===== src/rtl/decoder_scan_sequencer.sv =====
// decoder_scan_sequencer
// Generates the 3-bit select code {a2,a1,a0} and the qualifying enable for the
// downstream 3-to-8 decoder. The code walks all eight values up or down, each
// held for dwell+1 cycles, either once (single pass, ends with done) or
// continuously (wrap pulse on every wrap-around). All outputs are registered.

module decoder_scan_sequencer #(
    parameter int DWELL_W = 4
) (
    input  logic               clk,
    input  logic               rst_n,
    input  logic               start,
    input  logic               stop,
    input  logic               dir,
    input  logic               single,
    input  logic [DWELL_W-1:0] dwell,
    output logic               a2,
    output logic               a1,
    output logic               a0,
    output logic               en,
    output logic               busy,
    output logic               wrap,
    output logic               done
);

    typedef enum logic [0:0] {
        ST_IDLE = 1'b0,
        ST_RUN  = 1'b1
    } state_e;

    state_e             state_q;
    logic [2:0]         code_q;
    logic [DWELL_W-1:0] cnt_q;
    logic [DWELL_W-1:0] dwell_q;
    logic               dir_q;
    logic               single_q;
    logic               en_q;
    logic               busy_q;
    logic               wrap_q;
    logic               done_q;

    logic               dwell_end_d;
    logic               terminal_d;
    logic [2:0]         code_step_d;
    logic [DWELL_W-1:0] cnt_inc_d;

    // Next code in the scan direction; modulo-8 arithmetic gives the wrap for free.
    function automatic logic [2:0] step_code(input logic [2:0] c, input logic down);
        logic [2:0] r;
        if (down) begin
            r = c - 3'd1;
        end else begin
            r = c + 3'd1;
        end
        return r;
    endfunction

    // Last code of a pass: 111 when counting up, 000 when counting down.
    function automatic logic is_terminal(input logic [2:0] c, input logic down);
        logic r;
        if (down) begin
            r = (c == 3'b000);
        end else begin
            r = (c == 3'b111);
        end
        return r;
    endfunction

    // First code of a pass: 000 when counting up, 111 when counting down.
    function automatic logic [2:0] first_code(input logic down);
        logic [2:0] r;
        if (down) begin
            r = 3'b111;
        end else begin
            r = 3'b000;
        end
        return r;
    endfunction

    // Per-cycle decisions derived from the current code and dwell count.
    always_comb begin
        dwell_end_d = 1'b0;
        terminal_d  = 1'b0;
        code_step_d = 3'b000;
        cnt_inc_d   = {DWELL_W{1'b0}};
        if (cnt_q >= dwell_q) begin
            dwell_end_d = 1'b1;
        end else begin
            dwell_end_d = 1'b0;
        end
        terminal_d  = is_terminal(code_q, dir_q);
        code_step_d = step_code(code_q, dir_q);
        cnt_inc_d   = cnt_q + DWELL_W'(1);
    end

    // Sequencer FSM: state, code, dwell counter, latched controls and output pulses.
    always_ff @(posedge clk or negedge rst_n) begin
        if (!rst_n) begin
            state_q  <= ST_IDLE;
            code_q   <= 3'b000;
            cnt_q    <= {DWELL_W{1'b0}};
            dwell_q  <= {DWELL_W{1'b0}};
            dir_q    <= 1'b0;
            single_q <= 1'b0;
            en_q     <= 1'b0;
            busy_q   <= 1'b0;
            wrap_q   <= 1'b0;
            done_q   <= 1'b0;
        end else begin
            wrap_q <= 1'b0;
            done_q <= 1'b0;
            case (state_q)
                ST_IDLE: begin
                    cnt_q <= {DWELL_W{1'b0}};
                    if (start && !stop) begin
                        state_q  <= ST_RUN;
                        dir_q    <= dir;
                        single_q <= single;
                        dwell_q  <= dwell;
                        code_q   <= first_code(dir);
                        en_q     <= 1'b1;
                        busy_q   <= 1'b1;
                    end else begin
                        state_q <= ST_IDLE;
                        code_q  <= 3'b000;
                        en_q    <= 1'b0;
                        busy_q  <= 1'b0;
                    end
                end
                ST_RUN: begin
                    if (stop) begin
                        // Abort: drop straight to idle without any pulse.
                        state_q <= ST_IDLE;
                        code_q  <= 3'b000;
                        cnt_q   <= {DWELL_W{1'b0}};
                        en_q    <= 1'b0;
                        busy_q  <= 1'b0;
                    end else if (!dwell_end_d) begin
                        cnt_q <= cnt_inc_d;
                    end else if (!terminal_d) begin
                        code_q <= code_step_d;
                        cnt_q  <= {DWELL_W{1'b0}};
                    end else if (!single_q) begin
                        // Continuous mode: wrap and flag the first cycle of the new pass.
                        code_q <= code_step_d;
                        cnt_q  <= {DWELL_W{1'b0}};
                        wrap_q <= 1'b1;
                    end else begin
                        // Single pass finished.
                        state_q <= ST_IDLE;
                        code_q  <= 3'b000;
                        cnt_q   <= {DWELL_W{1'b0}};
                        en_q    <= 1'b0;
                        busy_q  <= 1'b0;
                        done_q  <= 1'b1;
                    end
                end
                default: begin
                    state_q <= ST_IDLE;
                    code_q  <= 3'b000;
                    cnt_q   <= {DWELL_W{1'b0}};
                    en_q    <= 1'b0;
                    busy_q  <= 1'b0;
                end
            endcase
        end
    end

    assign a2   = code_q[2];
    assign a1   = code_q[1];
    assign a0   = code_q[0];
    assign en   = en_q;
    assign busy = busy_q;
    assign wrap = wrap_q;
    assign done = done_q;

endmodule


===== config.mk =====
export PLATFORM = sky130hd
export DESIGN_NAME = decoder_scan_sequencer
export DESIGN_NICKNAME = d
export VERILOG_FILES = /design/src/rtl/decoder_scan_sequencer.sv
export SDC_FILE = /design/constraint.sdc
export NUM_CORES = 1
export LEC_CHECK = 0
export ABC_AREA = 1
export BUFFER_PORTS_ARGS = -buffer_cell sky130_fd_sc_hd__buf_2
export CAP_MARGIN = 20
export CELL_PAD_IN_SITES_DETAIL_PLACEMENT = 1
export CELL_PAD_IN_SITES_GLOBAL_PLACEMENT = 1
export CORE_AREA = 2 2 52 54
export CTS_CLUSTER_SIZE = 14
export DETAILED_ROUTE_END_ITERATION = 12
export DIE_AREA = 0 0 54 56
export MAX_ROUTING_LAYER = met4
export PLACE_DENSITY_LB_ADDON = 0.1
export SYNTH_ARGS = -nofsm -noshare
export SYNTH_HDL_FRONTEND = slang
export SYNTH_SLANG_ARGS = --single-unit

===== constraint.sdc =====
create_clock -name clk -period 1.9 [get_ports clk]
set_clock_uncertainty 0.2 [all_clocks]
set_input_delay 0.19 -clock clk [delete_from_list [all_inputs] [get_ports clk]]
set_output_delay 0.19 -clock clk [all_outputs]
set_load 0.01 [all_outputs]

# Word level (Yosys, flattened, before mapping)
# Index checks and enable logic that the tools add are counted.
[op_classes]
n_reduce_logical = 5
muxes = 33
eq_ne = 4
addsub = 3
magnitude_cmp = 1
n_bitwise = 1
[op_table]
columns = ["op", "count"]
rows = [
  ["two-way mux 3 bit", 7],
  ["two-way mux 1 bit", 20],
  ["inequality test 3 x 2 -> 1 bit (second input constant)", 3],
  ["two-way mux 4 bit", 2],
  ["one-hot mux 4 bit (2 select lines)", 1],
  ["one-hot mux 3 bit (2 select lines)", 1],
  ["adder 4 x 1 -> 4 bit (second input constant)", 1],
  [">= comparator 4 bit", 1],
  ["one-hot mux 1 bit (2 select lines)", 2],
  ["adder 3 x 1 -> 3 bit (second input constant)", 1],
  ["equality test 3 bit (second input constant)", 1],
  ["zero test 3 bit", 1],
  ["AND reduction 3 bit", 1],
  ["subtractor 3 x 1 -> 3 bit (second input constant)", 1],
  ["AND reduction 2 bit", 1],
  ["logical AND 1 bit", 1],
  ["zero test 1 bit", 1],
  ["NOT 1 bit", 1],
]
[totals]
ff_bits = 17
out_inout_bits = 7
in_bits = 10

# Depth between registers and ports, before layout
# Gate-level depths: netlist of run 1.
[logic_depth]
word_depth = 7
mapped_depth = 10
depth_no_buf = 10

# Worst setup path after synthesis of run 1
# Ideal clock, no wire load.
[synth_path]
path_type = "register to register"
startpoint = "reg code_q[1]"
endpoint = "reg code_q[2]"
period_less_slack_ns = 1.562
setup_slack_ns = 0.338
setup_ns = 0.118
arrival_time_ns = 1.245
stages_incl_launch_ff = 8
path_buffers = 0
path_cell_list = "dfrtp_1 fa_1 inv_1 nand3_1 nand3_1 nor2_1 nor2_1 nor2_1"
[synth_via]
elab_chain_len = 7
elab_cells_between_ends = 11
cone_classes = "2 x add/sub; 1 x eq/ne; 7 x mux; 1 x reduce/logical"
[synth_rtl]
columns = ["element", "line", "source"]
rows = [
  ["from (decl)", "32", "logic [2:0] code_q;"],
  ["from (signal assigned)", "120", "code_q <= first_code(dir);"],
  ["from (signal assigned)", "141", "code_q <= code_step_d;"],
  ["from (signal assigned)", "145", "code_q <= code_step_d;"],
  ["adder 3 x 1 -> 3 bit or subtractor 3 x 1 -> 3 bit (tied branches)", "53, 51", ""],
  ["two-way mux 3 bit", "50", "if (down) begin"],
  ["two-way mux 3 bit", "143", "end else if (!single_q) begin"],
  ["two-way mux 3 bit *", "140", "end else if (!terminal_d) begin"],
  ["two-way mux 3 bit *", "138", "end else if (!dwell_end_d) begin"],
  ["two-way mux 3 bit *", "131", "if (stop) begin"],
  ["one-hot mux 3 bit (2 select lines) *", "112", "case (state_q)"],
]
# Mark *: on every way between the ends. The rest lies on a longest branch, timed or not. The select of a mux whose other input is x is not followed.
# A chain may end at the register's enable or synchronous reset.

# Worst setup path in the final report of run 1
# Same ends and word-level chain as after synthesis.

==> flow_metrics.py, run 1 <==
metrics = {
    "yosys": {
        "syn_nets": 128,
        "ys_warn_count": 0,
        "synth_cells": 112,
        "synth.distinct_cells": 21,
        "syn_area_per_cell_um2": 8.35,
        "ys_ff_latch": 17,
        "synth_seq_area_share_pct": 45.5,
        "mappedNetlistArea_um2": 935,
    },
    "sta": {
        "hold_viol": 0,
        "maxSlewHeadroom_pct": 73.2,
        "layout_min_cycle_time_ns": 1.65,
        "period_share_pct": 86.9,
        "maxSlewViolCount": 0,
        "timing.fmax_mhz": 606,
        "whs_ns": 0.0185,
        "setup_slack_ns": 0.249,
        "tns_ns": 0,
        "worst_pin_slew_ns": 0.402,
        "rsz0062_at_grt": "no",
        "setup_viol": 0,
    },
    "layout": {
        "final_common_cell": "nand2_1",
        "nFillCells": 313,
        "fin_area_um2": 1150,
        "syn_to_final_growth_pct": 23.2,
        "final_cell_mix": "32 x nand2_1, 17 x dfrtp_1, 16 x buf_2",
        "antennaDiodeCount": 0,
        "drive_above_1_share_pct": 22.3,
        "final_util_pct": 47.3,
        "fin_nets": 156,
    },
    "global_route": {
        "grt_pass1_wl_um": 3790,
        "grt_use_total_pct": 17.2,
        "grt_max_degree": 18,
        "grt_overflow": 0,
        "antenna_found_initial": 0,
        "grt_pass1_vias": 866,
    },
    "worst_setup_path": {
        "cp_data_arrival_time_ns": 1.65,
        "end_kind": "flip-flop",
        "critPathKind": "flip-flop to flip-flop",
        "crit_fanout": 5,
        "start_kind": "flip-flop",
        "crit_required_ns": 1.90,
    },
    "placement": {
        "dp_hpwl_um": 1620,
        "io_buffers": 16,
        "gp_congestion": 0.739,
        "pre_cts_ws_ns": 0.252,
        "placed_area_um2": 1050,
    },
    "floorplanning": {
        "ios": 17,
        "start_util_pct": 38.4,
        "fp.dieW_um": 54,
        "rows": 18,
        "die-height_um": 56,
        "dieArea_um2": 3020,
        "coreArea_um2": 2430,
    },
    "detailed_routing": {
        "drt-initial-drc-count": 5,
        "drcViolationCount": 0,
        "ant_nets": 0,
        "num_vias": 809,
        "wl_per_cell_um": 12.2,
        "first_pass_iters": 4,
        "routed_wl_um": 2060,
        "routed_via_density": 4.79,
    },
    "clock_network": {
        "clock_latency_ns": 0.29,
        "clockRootBuffer": "clkbuf_4",
        "cts_made_buffers": 3,
        "cts_tree": "done",
        "cts_resized": 0,
        "clock-sinks": 17,
        "path_clk_slew_ns": 0.11,
        "htreeDepth": 1,
        "cts_buffer_depth": 2,
    },
    "power_and_ir_drop": {
        "p_per_area_nw_per_um2": 1330,
        "p_leak_uw": 0.000624,
        "peakVddDrop_uv": 603,
    },
    "status": {
        "status": "finished, final reports clean",
    },
    "min_path": {
        "min_path_type": "input port to flip-flop",
    },
    "run": {
        "max_cap_violations": 0,
    },
}
[layer usage]
metal / part of all wire [%] / track usage, % / up-vias
met4: 0.49 / 5.00 / 0
met3: 4.0 / 3.49 / 2
met5: 0 / - / -
li1: - / - / 398
met2: 46 / 26.3 / 18
met1: 49 / 22.6 / 391
[repair_timing]
item | in CTS | in global routing
endpoints found under the setup margin | 0 | 0
hold endpoints to repair | 23 | 0
buffers inserted | 0 | 0
hold buffers | 7 | 0
[logic make-up (layout without fill, tap and decap cells)]
kind of cell / Yosys count / after routing / synth area share, %
AO/OA/AOI/OAI: 7 / 7 / 4.95
buffers and inverters: 19 / 46 / 8.17
XOR/XNOR: 2 / 2 / 1.87
AND/OR/NAND/NOR: 61 / 61 / 30.7
flip-flops: 17 / 17 / 45.5
adder cells (fa/ha/maj): 6 / 6 / 8.84
[registers in the layout, indices dropped and copies added (netlist names)]
signal / count
single_q: 1
code_q: 3
busy: 1
wrap: 1
dwell_q: 4
dir_q: 1
done: 1
state_q: 1
cnt_q: 4
[cells in the mapped netlist]
cell	n	area, um2
nand3_1	7	35.0
fa_1	1	20.0
xor2_1	1	8.76
nor3_2	1	10.0
o21ai_0	5	25.0
nand2_1	32	120
xnor2_1	1	8.76
nor2_4	1	11.3
ha_1	5	62.6
nor2_1	14	52.6
a21oi_4	1	16.3
inv_2	2	7.51
buf_2	1	5.00
inv_1	15	56.3
nand4_1	1	6.26
dfrtp_1	17	425
nand2_2	3	18.8
nand4_4	1	21.3
a21oi_1	1	5.00
and3_4	1	11.3
buf_4	1	7.51
[cell type report]
| class | instances | area, um2 | area share, % |
|---|---|---|---|
| Multi-Input combinational cell | 76 | 433 | 37.6 |
| Sequential cell | 17 | 425 | 37.0 |
| Timing Repair Buffer | 25 | 165 | 14.3 |
| Inverter | 17 | 63.8 | 5.54 |
| Tap cell | 30 | 37.5 | 3.26 |
| Clock buffer | 4 | 26.3 | 2.28 |
[per-stage QoR]
step           total power, uW  std cells
4_1_cts                   1560        169
5_1_grt                   1710        169
6_report                  1530        169
3_3_place_gp              1300        158
3_5_place_dp              1350        158
2_1_floorplan             1120        112
[where the power goes]
group | internal, uW | switching [uW] | total (uW)
sequential | 482 | 91.9 | 574
clock | 81.6 | 117 | 198
combinational | 293 | 460 | 753
[worst paths after layout]
path | startpoint | to | slack [ns] | depth (start not counted)
worst max-delay path | code_q[1]$_DFFE_PN0P_ | code_q[2]$_DFFE_PN0P_ | 0.25 | 7
worst min-delay path | stop | done$_DFF_PN0_ | 0.02 | 4
worst max register to register | code_q[1]$_DFFE_PN0P_ | code_q[2]$_DFFE_PN0P_ | 0.25 | 7
worst min register to register | cnt_q[0]$_DFF_PN0_ | cnt_q[0]$_DFF_PN0_ | 0.30 | 1
max in group asynchronous | rst_n | cnt_q[0]$_DFF_PN0_ | 1.07 | 2
min in group asynchronous | rst_n | dwell_q[3]$_DFFE_PN0P_ | 0.14 | 2
[critical path, stage by stage (launching register included)]
cell and delay [ns]:
dfrtp_1 0.45, fa_1 0.47, inv_1 0.07, nand3_1 0.07, nand3_1 0.09, nor2_1 0.05
nor2_1 0.10, nor2_1 0.05
No activity file was read; power rests on OpenSTA's default activity.
==> run 2, diff against run 1 <==
--- a/config.mk
+++ b/config.mk
@@ -10,10 +10,10 @@
 export CAP_MARGIN = 20
 export CELL_PAD_IN_SITES_DETAIL_PLACEMENT = 1
 export CELL_PAD_IN_SITES_GLOBAL_PLACEMENT = 1
-export CORE_AREA = 2 2 52 54
+export CORE_AREA = 5 5 58 60
 export CTS_CLUSTER_SIZE = 14
 export DETAILED_ROUTE_END_ITERATION = 12
-export DIE_AREA = 0 0 54 56
+export DIE_AREA = 0 0 63 65
 export MAX_ROUTING_LAYER = met4
 export PLACE_DENSITY_LB_ADDON = 0.1
 export SYNTH_ARGS = -nofsm -noshare
==> constraint.sdc (replaced) <==
create_clock -name clk -period 1.3 [get_ports clk]
set_clock_uncertainty 0.2 [all_clocks]
set_input_delay 0.13 -clock clk [delete_from_list [all_inputs] [get_ports clk]]
set_output_delay 0.13 -clock clk [all_outputs]
set_load 0.01 [all_outputs]
==> run 2 against run 1 <==
Compared with the run above:
- global-route usage decreased by 2.7 points
- hold slack got worse by 0.0048 ns
- routed wire length increased by 21%
- core utilization increased by 1.3 points
- die area increased by 35%
- register-to-register slack got worse by 0.52 ns
- the run now ends with setup timing left
- total power increased by 86%
- design area increased by 22%
==> flow_metrics.py, run 2 (synthesized netlist as in run 1, its figures left out) <==
metrics = {
    "status": {
        "status": "finished with violations",
        "violations": "setup timing",
    },
    "detailed_routing": {
        "wl_per_cell_um": 13.2,
        "num_vias": 859,
        "first_pass_iters": 4,
        "drcViolationCount": 0,
        "drt-initial-drc-count": 24,
        "routed_wl_um": 2500,
        "routed_via_density": 4.52,
        "ant_nets": 0,
    },
    "worst_setup_path": {
        "cp_slowest_cell": "dfrtp_1",
        "cpLargestDelayFamily": "simple AND/OR/NAND/NOR gates",
        "critPathBufInv": 1,
        "slowest_delay_ns": 0.43,
        "end_kind": "flip-flop",
        "critPathKind": "flip-flop to flip-flop",
        "crit_chain": "ha_4, nand2_2, inv_2, nand2_4, and3_4, nand3_1, nand2_1",
        "cp_data_arrival_time_ns": 1.55,
        "rr_worst_depth": 7,
        "crit_fanout": 4,
        "crit_required_ns": 1.28,
        "worst-path-stages": 7,
        "start_kind": "flip-flop",
    },
    "sta": {
        "worst_pin_slew_ns": 0.414,
        "layout_min_cycle_time_ns": 1.57,
        "rsz0062_at_grt": "yes",
        "maxSlewHeadroom_pct": 72.4,
        "setup_viol": 11,
        "period_share_pct": 121,
        "timing.fmax_mhz": 636,
        "hold_viol": 0,
        "setup_slack_ns": -0.272,
        "whs_ns": 0.0137,
        "maxSlewViolCount": 0,
    },
    "layout": {
        "instances_no_fill": 190,
        "drive_above_1_share_pct": 45.9,
        "final_cell_mix": "28 x nand2_1, 15 x dfrtp_1, 15 x buf_4",
        "top_regs": "cnt_q (4), dwell_q (4), code_q (3)",
        "fin_nets": 174,
        "final_common_cell": "nand2_1",
        "final_util_pct": 48.6,
        "antennaDiodeCount": 0,
        "syn_to_final_growth_pct": 49.7,
        "fin_area_um2": 1400,
    },
    "run": {
        "max_cap_violations": 0,
    },
    "floorplanning": {
        "rows": 20,
        "fp.dieW_um": 63,
        "dieArea_um2": 4100,
        "start_util_pct": 32.5,
        "ios": 17,
        "die-height_um": 65,
        "coreArea_um2": 2880,
    },
    "global_route": {
        "antenna_found_initial": 0,
        "grt_overflow": 0,
        "grt_use_total_pct": 14.5,
        "grt_pass1_wl_um": 4530,
        "grt_pass1_vias": 976,
        "grt_max_degree": 18,
    },
    "clock_network": {
        "htreeDepth": 1,
        "clockRootBuffer": "clkbuf_4",
        "path_clk_slew_ns": 0.10,
        "cts_buffer_depth": 2,
        "clock-sinks": 17,
        "cts_made_buffers": 3,
        "cts_tree": "done",
        "clock_latency_ns": 0.29,
    },
    "power_and_ir_drop": {
        "p_per_area_nw_per_um2": 2030,
        "p_leak_uw": 0.000723,
        "peakVddDrop_uv": 1050,
    },
    "min_path": {
        "min_path_cells": 4,
        "min_path_type": "input port to flip-flop",
    },
    "placement": {
        "dp_hpwl_um": 1820,
        "io_buffers": 16,
        "place_inst": 174,
        "gp_congestion": 0.721,
        "pre_cts_ws_ns": -0.301,
        "placed_area_um2": 1180,
    },
}
run 2: cell count changes in the layout (fill, tap and decap cells not counted), sizes merged:
| cell | previous run | this run |
|---|---|---|
| buf | 18 | 35 |
| nand4 | 2 | 3 |
run 2: through the flow:
step	setup TNS, ns	total power [uW]
final	-2.63	2840
after global routing	-3.92	3130
after CTS	-2.64	2750
after floorplan	-1.33	1700
after global placement	-1.90	2160
after detailed placement	-2.49	2220
run 2: final timing paths:
check                                    from                endpoint  slack (ns)
setup / recovery           cnt_q[3]$_DFF_PN0_   code_q[1]$_DFFE_PN0P_       -0.27
hold / removal                           stop          done$_DFF_PN0_        0.01
setup reg to reg           cnt_q[3]$_DFF_PN0_   code_q[1]$_DFFE_PN0P_       -0.27
hold reg to reg              busy$_DFFE_PN0P_        busy$_DFFE_PN0P_        0.32
max in group asynchronous               rst_n   code_q[0]$_DFFE_PN0P_        0.48
min in group asynchronous               rst_n  dwell_q[3]$_DFFE_PN0P_        0.10
run 2: cell type report:
cell class | instances | area (um2)
Tap cell | 33 | 41.3
Inverter | 17 | 63.8
Sequential cell | 17 | 428
Multi-Input combinational cell | 77 | 513
Timing Repair Buffer | 42 | 327
Clock buffer | 4 | 26.3
Fill cell | 342 | 1480
run 2: worst reg2reg max path, cell delays in order (launching register included):
cell and delay [ns]:
dfrtp_1 0.43, ha_4 0.30, nand2_2 0.05, inv_2 0.09, nand2_4 0.08, and3_4 0.20, nand3_1 0.08, nand2_1 0.05
run 2: routing by layer:
metal	wire (um)	GRT usage [%]
met3	77	2.77
met4	14	3.98
met5	0	-
met2	1320	25.4
met1	1090	16.8
run 2: what timing repair did:
item | 4_1_cts | 5_1_grt
hold endpoints to repair | 24 | 0
resized for setup | 13 | 13
setup endpoints to repair | 15 | 18
buffers inserted | 1 | 3
pin swaps | 4 | 4
cloned | 1 | 0
hold buffers | 7 | 0
run 2: where the power goes:
| part | total, uW | leakage [uW] | internal (uW) | switching, uW |
|---|---|---|---|---|
| Clock | 281 | 0.0000150 | 119 | 162 |
| Sequential | 832 | 0.000219 | 710 | 122 |
| Combinational | 1730 | 0.000489 | 795 | 931 |
